$ cat src/rtl/muldiv_sequencer.sv
// RV32M multiply/divide sequencer: one-bit-per-cycle shift-add multiply and
// restoring divide, with single-cycle handling of divide-by-zero and signed overflow.
module muldiv_sequencer #(
  parameter int unsigned width = 32
) (
  input  logic             clk,
  input  logic             rst_n,
  input  logic             start,
  input  logic [2:0]       funct3,
  input  logic [width-1:0] op_a,
  input  logic [width-1:0] op_b,
  input  logic             flush,
  output logic [width-1:0] result,
  output logic             busy_alu,
  output logic             valid_alu
);

  localparam int unsigned W     = width;
  localparam int unsigned CNT_W = $clog2(width) + 1;
  localparam logic [W-1:0] MIN_NEG = {1'b1, {(W-1){1'b0}}};

  localparam logic [2:0] F_MUL    = 3'b000;
  localparam logic [2:0] F_MULH   = 3'b001;
  localparam logic [2:0] F_MULHSU = 3'b010;
  localparam logic [2:0] F_DIV    = 3'b100;
  localparam logic [2:0] F_REM    = 3'b110;

  typedef enum logic [1:0] {S_IDLE, S_RUN, S_DONE} state_e;

  state_e           state_q, state_d;
  logic [CNT_W-1:0] cnt_q, cnt_d;
  logic [2:0]       op_q, op_d;
  logic [W-1:0]     mag_a_q, mag_a_d;
  logic [W-1:0]     mag_b_q, mag_b_d;
  logic             neg_res_q, neg_res_d;
  logic             neg_rem_q, neg_rem_d;
  logic [2*W-1:0]   acc_q, acc_d;
  logic [W-1:0]     result_q, result_d;

  logic             is_div, sgn_a, sgn_b;
  logic [W-1:0]     abs_a, abs_b;
  logic [W:0]       mul_sum, div_tmp;
  logic [W-1:0]     div_diff;
  logic             div_ge;
  logic [2*W-1:0]   step, prod;
  logic [W-1:0]     quo, rem, fin_res;

  // Operand decode at capture: sign flags and unsigned magnitudes
  always_comb begin
    is_div = funct3[2];
    sgn_a  = op_a[W-1] & ((funct3 == F_MULH) | (funct3 == F_MULHSU) |
                          (funct3 == F_DIV)  | (funct3 == F_REM));
    sgn_b  = op_b[W-1] & ((funct3 == F_MULH) | (funct3 == F_DIV) | (funct3 == F_REM));
    abs_a  = sgn_a ? (~op_a + W'(1)) : op_a;
    abs_b  = sgn_b ? (~op_b + W'(1)) : op_b;
  end

  // One iteration of the datapath and the final sign-corrected result
  always_comb begin
    // multiply: acc = {partial high, remaining multiplier bits}
    mul_sum  = {1'b0, acc_q[2*W-1:W]} + (acc_q[0] ? {1'b0, mag_a_q} : {(W+1){1'b0}});
    // divide: acc = {partial remainder, dividend bits becoming quotient bits}
    div_tmp  = {acc_q[2*W-1:W], acc_q[W-1]};
    div_ge   = (div_tmp >= {1'b0, mag_b_q});
    div_diff = div_tmp[W-1:0] - mag_b_q;
    if (op_q[2]) begin
      step = {(div_ge ? div_diff : div_tmp[W-1:0]), acc_q[W-2:0], div_ge};
    end else begin
      step = {mul_sum, acc_q[W-1:1]};
    end
    prod = neg_res_q ? (~step + (2*W)'(1)) : step;
    quo  = neg_res_q ? (~step[W-1:0] + W'(1)) : step[W-1:0];
    rem  = neg_rem_q ? (~step[2*W-1:W] + W'(1)) : step[2*W-1:W];
    if (op_q[2]) begin
      fin_res = op_q[1] ? rem : quo;
    end else begin
      fin_res = (op_q[1:0] == 2'b00) ? prod[W-1:0] : prod[2*W-1:W];
    end
  end

  // Next-state, datapath update and handshake outputs
  always_comb begin
    state_d   = state_q;
    cnt_d     = cnt_q;
    op_d      = op_q;
    mag_a_d   = mag_a_q;
    mag_b_d   = mag_b_q;
    neg_res_d = neg_res_q;
    neg_rem_d = neg_rem_q;
    acc_d     = acc_q;
    result_d  = result_q;
    busy_alu  = (state_q != S_IDLE) | (start & ~flush);
    valid_alu = (state_q == S_DONE);

    if (flush) begin
      state_d = S_IDLE;
    end else begin
      case (state_q)
        S_IDLE: begin
          if (start) begin
            op_d      = funct3;
            mag_a_d   = abs_a;
            mag_b_d   = abs_b;
            neg_res_d = sgn_a ^ sgn_b;
            neg_rem_d = is_div & sgn_a;
            acc_d     = is_div ? {{W{1'b0}}, abs_a} : {{W{1'b0}}, abs_b};
            cnt_d     = '0;
            if (is_div && (op_b == '0)) begin
              result_d = funct3[1] ? op_a : '1;
              state_d  = S_DONE;
            end else if (is_div && !funct3[0] && (op_a == MIN_NEG) && (op_b == '1)) begin
              result_d = funct3[1] ? '0 : MIN_NEG;
              state_d  = S_DONE;
            end else begin
              state_d = S_RUN;
            end
          end
        end
        S_RUN: begin
          acc_d = step;
          cnt_d = cnt_q + CNT_W'(1);
          if (cnt_q == CNT_W'(W - 1)) begin
            result_d = fin_res;
            state_d  = S_DONE;
          end
        end
        S_DONE: begin
          state_d = S_IDLE;
        end
        default: begin
          state_d = S_IDLE;
        end
      endcase
    end
  end

  // State and datapath registers
  always_ff @(posedge clk or negedge rst_n) begin
    if (!rst_n) begin
      state_q   <= S_IDLE;
      cnt_q     <= '0;
      op_q      <= '0;
      mag_a_q   <= '0;
      mag_b_q   <= '0;
      neg_res_q <= 1'b0;
      neg_rem_q <= 1'b0;
      acc_q     <= '0;
      result_q  <= '0;
    end else begin
      state_q   <= state_d;
      cnt_q     <= cnt_d;
      op_q      <= op_d;
      mag_a_q   <= mag_a_d;
      mag_b_q   <= mag_b_d;
      neg_res_q <= neg_res_d;
      neg_rem_q <= neg_rem_d;
      acc_q     <= acc_d;
      result_q  <= result_d;
    end
  end

  assign result = result_q;

endmodule

$ cat config.mk
export PLATFORM = sky130hd
export DESIGN_NAME = muldiv_sequencer
export DESIGN_NICKNAME = d
export VERILOG_FILES = /design/src/rtl/muldiv_sequencer.sv
export SDC_FILE = /design/constraint.sdc
export NUM_CORES = 1
export LEC_CHECK = 0
export CAP_MARGIN = 10
export CORE_MARGIN = 1.5
export CORE_UTILIZATION = 50
export DETAILED_ROUTE_END_ITERATION = 12
export GPL_TIMING_DRIVEN = 0
export PLACE_DENSITY_LB_ADDON = 0.05
export SYNTH_ARGS = -nofsm -noshare
export SYNTH_HDL_FRONTEND = slang
export SYNTH_SLANG_ARGS = --single-unit
$ cat constraint.sdc
create_clock -name clk -period 7.5 [get_ports clk]
set_input_delay 1.5 -clock clk [delete_from_list [all_inputs] [get_ports clk]]
set_output_delay 1.5 -clock clk [all_outputs]
set_load 0.02 [all_outputs]
==> results_dict.tcl <==
set metrics [dict create \
    clk_latency_ps 480 \
    synth.avg_cell_area_um2 7.64 \
    num_io_pins 105 \
    cts_made_buffers 17 \
    drt_iter0_drc 2867 \
    drv_cap 0 \
    hpwlAfterDp_mm 63.0 \
    fin_util 0.575 \
    worst_slew_pin_slew_ps 1180 \
    drive_gt1_frac 0.0605 \
    ys_ff_latch 173 \
    hp-class "reg2reg" \
    dieHeight_um 187 \
    critPathCaptureType "register" \
    status "completed" \
    slew_headroom 0.215 \
    rsz0062_at_grt "false" \
    min_period_over_period 0.925 \
    p_per_area_nw_per_um2 553 \
    p_leak_nw 7.77 \
    fillers 3233 \
    core_area_um2 33400 \
    fin_setup_tns_ps 0 \
    post_cts_buffers 0 \
    setup_violations 0 \
    netlist_area_um2 16900 \
    required_ps 7860 \
    synth_common_cells "nand2_1, o21ai_0, dfrtp_1, nor2_1, a21oi_1" \
    yosys_warnings 0 \
    cp.arrival_ps 7290 \
    r2r_slack_ps 560 \
    synth_most_common_cell "nand2_1" \
    stdcell_area_um2 19200 \
    fmax_mhz 144 \
    drc 0 \
    netlist.area_leader.share 0.256 \
    h-tree-depth 4 \
    cts_hold_buffers 0 \
    chipWidth_um 187 \
    ir_drop_uv 221 \
    ctsRootBufferMaster "clkbuf_16" \
    antenna_found_initial 4 \
    layout.nets 2479 \
    worstPathMaxFanout 7 \
    dpl_cell_area_um2 18500 \
    die-area_um2 34900 \
    grt_pass1_wl_mm 115 \
    final_hold_viol_count 0 \
    critPathKind "reg2reg" \
    initial_utilization 0.506 \
    diodes 0 \
    rows 67 \
    clk_pin_slew_ps 90 \
    async_flop_share 1.00 \
    start_kind "register" \
    synthCells 2211 \
    avgRoutedWirePerCell_um 28.4 \
    grt_usage 0.446 \
    viasPerCell 6.87 \
    multi_input_area_um2 11800 \
    vias 19200 \
    ant_nets 0 \
    cts_sinks 173 \
    synthFlopType "dfrtp_1" \
    yosysUniqueCellTypes 99 \
    clockBufferDepth 2 \
    cts_resized 0 \
    synth_top_cell_by_area "dfrtp_1" \
    area_growth_pct 13.5 \
    wl_mm 79.4 \
    port_buffers 103 \
    regArea_um2 4330 \
    skew_ps 17.9 \
    grt_start_max_net_pins 112 \
    synth_edf_count 0 \
    yosysSeqAreaShare 0.256 \
    overflow 0 \
    dr.pass1.iters 6 \
    period_minus_slack_ps 6940 \
    synth_nets 2354 \
    place_congestion 1.08 \
    cts_tree "built" \
    drv_slew 0 \
    grt_pass1_vias 17700 \
    synthTopCellsByArea "dfrtp_1, o21ai_0, nand2_1" \
]
==> power by group <==
part	leakage [nW]	switching, mW	total [mW]	internal [mW]
Sequential	2.18	0.398	1.74	1.34
Combinational	5.29	5.35	7.86	2.51
Clock	0.306	0.487	1.01	0.520
==> placed cells by master, fill, tap and decap left out, types with 39 or more instances in the layout <==
cell type / count
nand2_1: 327
o21ai_0: 255
dfrtp_1: 173
nor2_1: 157
a21oi_1: 132
clkdlybuf4s50_1: 102
clkbuf_1: 90
xnor2_1: 87
xor2_1: 81
ha_1: 70
inv_1: 66
mux2i_1: 65
and2_1: 42
nor3_1: 39
==> per-stage QoR <==
step	setup WS, ps	hold slack [ps]	instances	power (mW)
final	565	481	2797	10.6
after global routing	598	493	2797	11.0
after CTS	1040	481	2796	10.2
after detailed placement	1110	464	2764	9.14
after global placement	-2450	454	2762	9.08
after floorplan	2990	442	2211	6.53
==> critical path, cell delays in order (launching register included) <==
cell and delay, ps:
dfrtp_1 470, ha_1 320, nor2b_1 160, o2111ai_1 450
a211oi_2 190, o31a_1 310, nor3_2 580, mux2i_1 860
ha_1 500, o21ai_0 140, a311oi_1 260, nand4_1 510
nor4b_2 920, nor2_1 300, o41ai_1 460, a21oi_1 150
a22o_1 220
==> routing by layer <==
| metal | global-route usage | vias to the layer above | wire, um |
|---|---|---|---|
| met5 | 0 | - | 43 |
| met4 | 0.291 | 6 | 6000 |
| li1 | - | 8310 | - |
| met1 | 0.583 | 9072 | 30800 |
| met2 | 0.642 | 1464 | 32500 |
| met3 | 0.131 | 353 | 10100 |
==> area by class of cell <==
class / count / area share
flip-flops and latches: 173 / 0.226
well taps: 448 / 0.0292
plain buffers: 128 / 0.0276
clock inverters: 14 / 0.00986
multi-input cells: 1841 / 0.615
inverters: 69 / 0.0135
repair buffers: 106 / 0.0563
clock buffers: 18 / 0.0229
==> sequential cells by signal, summed over array words and instances, names as in the netlist <==
signal / cells
result: 32
state_q: 2
mag_a_q: 32
neg_rem_q: 1
neg_res_q: 1
cnt_q: 6
acc_q: 64
op_q: 3
mag_b_q: 32
==> kinds of logic (layout without fill, tap and decap cells) <==
family | Yosys count | after routing | share of synthesized area
compound gates | 725 | 725 | 0.282
xor+xnor | 168 | 168 | 0.0871
fa+ha+maj | 72 | 72 | 0.0542
buf+inv | 197 | 335 | 0.0467
flops | 173 | 173 | 0.256
mux | 79 | 79 | 0.0480
simple gates | 797 | 797 | 0.226
==> worst paths after layout <==
check / cells after the start / endpoint / from
worst max-delay path: 16 / result[28] / acc_q[32]
worst min-delay path: 2 / mag_a_q[27] / mag_a_q[27]
worst max register to register: 16 / result[28] / acc_q[32]
worst min register to register: 2 / mag_a_q[27] / mag_a_q[27]
max in group asynchronous: 2 / neg_rem_q / rst_n
min in group asynchronous: 1 / acc_q[47] / rst_n
(Power assumes the default switching activity.)
